File: config.mk
export PLATFORM = sky130hd
export DESIGN_NAME = xpt_phase_sequencer
export DESIGN_NICKNAME = d
export VERILOG_FILES = /design/src/rtl/xpt_phase_sequencer.sv
export SDC_FILE = /design/constraint.sdc
export NUM_CORES = 1
export LEC_CHECK = 0
export ABC_AREA = 0
export CAP_MARGIN = 20
export CORE_MARGIN = 10
export CORE_UTILIZATION = 40
export DETAILED_ROUTE_END_ITERATION = 16
export PLACE_DENSITY = 0.73
export SKIP_CTS_REPAIR_TIMING = 1
export SYNTH_ARGS = -nofsm -noshare
export SYNTH_HDL_FRONTEND = slang
export SYNTH_SLANG_ARGS = --single-unit
File: constraint.sdc
create_clock -name CLK -period 1.15 [get_ports CLK]
set_input_delay 0.23 -clock CLK [delete_from_list [all_inputs] [get_ports CLK]]
set_output_delay 0.23 -clock CLK [all_outputs]
set_load 0.02 [all_outputs]
File: src/rtl/xpt_phase_sequencer.sv
// Execution-phase sequencer: owns the XPT phase counter, ITABLE sub-state and
// the CM1/CMR cycle mode, and gates the per-instruction decoders with enable.
module xpt_phase_sequencer #(
  parameter int unsigned XPT_MAX = 15
) (
  input  logic       CLK,
  input  logic       RESET,
  input  logic       mem_ready,
  input  logic [7:0] itable_in,
  input  logic [7:0] itable_set,
  input  logic       reset_itable,
  input  logic       reset_xpt,
  input  logic       set_cm1,
  input  logic       set_cmr,
  output logic [3:0] XPT,
  output logic [3:0] notXPT,
  output logic [7:0] ITABLE,
  output logic [7:0] notITABLE,
  output logic       enable,
  output logic       CM1,
  output logic       CMR,
  output logic       xpt_fault
);

  localparam int unsigned XPT_W    = 4;
  localparam int unsigned ITABLE_W = 8;
  localparam logic [XPT_W-1:0] XPT_LAST = XPT_W'(XPT_MAX);

  typedef enum logic {
    FETCH = 1'b0,
    EXEC  = 1'b1
  } state_t;

  state_t state;

  logic [XPT_W-1:0]    xpt_inc;
  logic [ITABLE_W-1:0] itable_upd;

  // Candidate next values used during a ready EXEC cycle.
  always_comb begin
    xpt_inc    = XPT + XPT_W'(1);
    itable_upd = reset_itable ? itable_set : (ITABLE | itable_set);
  end

  // Decoders only see a live cycle while executing and the bus is ready.
  assign enable = (state == EXEC) && mem_ready;

  always_ff @(posedge CLK) begin
    if (RESET) begin
      state     <= FETCH;
      XPT       <= '0;
      notXPT    <= '1;
      ITABLE    <= '0;
      notITABLE <= '1;
      CM1       <= 1'b1;
      CMR       <= 1'b0;
      xpt_fault <= 1'b0;
    end else begin
      case (state)
        FETCH: begin
          if (mem_ready) begin
            state     <= EXEC;
            ITABLE    <= itable_in;
            notITABLE <= ~itable_in;
            XPT       <= '0;
            notXPT    <= '1;
            CM1       <= 1'b0;
            CMR       <= 1'b0;
          end
        end
        EXEC: begin
          if (mem_ready) begin
            // Saturate at the last phase and flag it; sequencing carries on.
            if (reset_xpt) begin
              XPT    <= '0;
              notXPT <= '1;
            end else if (XPT == XPT_LAST) begin
              xpt_fault <= 1'b1;
            end else begin
              XPT    <= xpt_inc;
              notXPT <= ~xpt_inc;
            end

            ITABLE    <= itable_upd;
            notITABLE <= ~itable_upd;

            if (set_cm1) begin
              state <= FETCH;
              CM1   <= 1'b1;
              CMR   <= 1'b0;
            end else if (set_cmr) begin
              CM1   <= 1'b0;
              CMR   <= 1'b1;
            end
          end
        end
        default: state <= FETCH;
      endcase
    end
  end

endmodule
==> metrics.md <==
| Metric | Value |
|---|---|
| Status | `complete, but fails checks` |
| Failing checks | `negative setup slack` |
| Area of the multi-input gates | `915 µm²` |
| I/O pin count | `between 50 and 60` |
| Pre-CTS WS | `-0.557 ns` |
| Worst setup SP type | `flop` |
| Top-area cell type share of the netlist area | `0.384` |
| Pwr dens | `about 1000 nW/µm²` |
| Clock Pin Slew Worst Setup and Hold Paths | `0.09 ns` |
| Largest cells by area after synthesis | `dfxtp_1 (38%), o31ai_4 (10%), o21a_4 (7.2%)` |
| Number of synthesized flops with an enable pin | `0` |
| Async set-reset flop share out of synthesis | `0` |
| Hold_ws | `0.475 ns` |
| XOR/XNOR Fraction of Synth Area | `0.0120` |
| Final Cycle Share | `1.04` |
| Final core utilization | `0.692` |
| Clock H-tree levels | `1` |
| Die H | `80.4 µm` |
| Routed wire length | `4230 µm` |
| WS Path Type | `reg2reg` |
| Leakage power | `between 0.001 and 0.0015 µW` |
| Antenna violations before repair | `0` |
| Largest family of logic cells by synthesized area | `compound AO/OA/AOI/OAI gates` |
| Die X-Extent | `80.4 µm` |
| Die footprint | `approximately 6500 µm²` |
| Core area | `3440 µm²` |
| Commonest non-fill, non-tap cell in the layout | `dfxtp_1` |
| CTS tree | `yes` |
| Commonest cells after routing, fill and taps aside | `dfxtp_1 (23), dlymetal6s2s_1 (22), clkdlybuf4s50_1 (21)` |
| Initial drt markers | `47` |
| Hold Path Class | `reg2reg` |
| Share of layout cells above drive strength 1 | `0.420` |
| Initial Utilization | `0.424` |
| Compound-cell area share of the yosys netlist | `0.368` |
| GR Util All Layers | `0.119` |
| Max FO, Critical Path | `11` |
| Root Buffer | `clkbuf_8` |
| Synth Area in Adders | `0.00857` |
| Setup TNS | `-0.0756 ns` |
| Synth Net Count | `162` |
| First-pass iteration count of the detailed router | `4` |
| Final nets | `230` |
| Cell count after synthesis | `about 140` |
| Post-synthesis average cell area | `about 11 µm²` |
| Row Count | `21` |
| Simple-gate share of the synthesized area | `0.177` |
| Synthesis Warnings | `0` |
| Clock skew | `about 0.010 ns` |
| Yosys cell types | `38` |
| Vias/cell | `a little over 5` |
| Clock buffer depth | `2` |
| Vias in the first global route | `between 1000 and 1500` |
| Least-Margin Pin Slew | `0.349 ns` |
| Reg area | `572 µm²` |
| Most used DFF post-synth | `dfxtp_1` |
| Gpl congestion | `0.804` |
| PortBufs | `50` |
| Final slew viol count | `0` |
| Max Freq | `between 800 and 900 MHz` |
| # DRC | `0` |
| Maxcap violations | `0` |
| Proportion of synthesized area in mux cells | `0` |
| First-pass GRT wire length | `6150 µm` |
| Post-Syn Area | `1460 µm²` |
| Aggregate global routing overflow | `0` |
| Clock Sinks | `28` |
| Wire per inst | `16.9 µm` |
| Area grow syn2layout | `63.1%` |
| Power, Total | `2440 µW` |
| Worst slew margin | `0.767` |
| Req. time, crit path | `1.32 ns` |
| Final setup vio count | `3` |
| Routed vias | `1264` |
| Post-route ant nets | `0` |
| Leading area contributor after synthesis | `dfxtp_1` |
| Cts bufs inserted | `3` |
| Final min period | `between 1 and 1.5 ns` |
| Later-pin clock latency in the skew report | `0.28 ns` |
| CP endpoint kind | `flop` |
| Fin. Hold Viols | `0` |
| Ant diodes | `0` |
| Filler cells | `268` |
| Largest net degree at the start of global routing | `27` |
| Final HPWL DP | `2910 µm` |
| Register area share after synthesis | `0.384` |
| Arrival time worst endpoint | `~1.4 ns` |
| Seq cells post-synth | `28` |
| Post-route setup slack | `-0.0411 ns` |
| RSZ-0062 raised after global routing | `true` |
| Maximum vdd drop | `0.607 mV` |
## cell families (layout without fill, tap and decap cells)
kind of cell,count (synthesis),after routing
XOR/XNOR,2,2
AND/OR/NAND/NOR,43,43
flip-flops,28,28
AO/OA/AOI/OAI,53,53
buffers and inverters,11,78
adder cells (fa/ha/maj),1,1
## power breakdown
part           total [µW]  leakage [µW]  switching (µW)  internal, µW
combinational         609      0.000758             292           316
clock                 781     0.0000357             314           466
sequential           1050      0.000233            29.0          1020
total                2440       0.00103             636          1800
## path summary, 6_finish.rpt
kind,cells past startpoint,end,startpoint,slack [ns]
worst min register to register,1,CM1$_SDFFE_PP1P_,CM1$_SDFFE_PP1P_,0.47
worst max register to register,4,CM1$_SDFFE_PP1P_,state$_SDFF_PP0_,-0.04
worst min-delay path,1,CM1$_SDFFE_PP1P_,CM1$_SDFFE_PP1P_,0.47
worst max-delay path,4,CM1$_SDFFE_PP1P_,state$_SDFF_PP0_,-0.04
## area by class of cell
| type | count | share of cell area |
|---|---|---|
| Clock buffer | 3 | 0.0173 |
| Tap cell | 46 | 0.0242 |
| Inverter | 3 | 0.00473 |
| Timing Repair Buffer | 71 | 0.317 |
| Clock inverter | 1 | 0.0126 |
| Multi-Input combinational cell | 99 | 0.384 |
| Sequential cell | 28 | 0.240 |
## per-stage QoR
stage | area [µm²] | cells
finish | 2380 | 251
global route | 2380 | 251
CTS | 2170 | 245
detailed placement | 2100 | 241
global placement | 2100 | 241
floorplan | 1480 | 138
## registers in the layout (all words and copies together), names as in the netlist
name       count
CM1            1
CMR            1
ITABLE         8
XPT            4
notITABLE      8
notXPT         4
state          1
xpt_fault      1
## layer usage
metal	GRT usage	routed length (µm)	vias to the layer above
li1	-	-	626
met5	0	0	-
met3	0.0568	302	4
met1	0.132	1820	598
met4	0.0387	31	0
met2	0.194	2080	36
## critical path: stages, from the launching register on
cell,delay (ns)
dfxtp_2,0.34
inv_2,0.05
buf_4,0.28
o21ai_1,0.12
a211o_1,0.29
## Yosys cell counts (2+ instances only)
cell / count
a32oi_1: 2
buf_2: 2
clkbuf_1: 2
nor2_1: 7
inv_2: 2
a21o_1: 8
nor2b_1: 9
o21a_4: 7
buf_6: 4
o21ai_1: 2
nand2_1: 9
a21oi_1: 14
o21ai_2: 2
a211oi_2: 4
or2_2: 8
o31ai_4: 7
dfxtp_1: 28
Power figures use the tool's default switching activity.
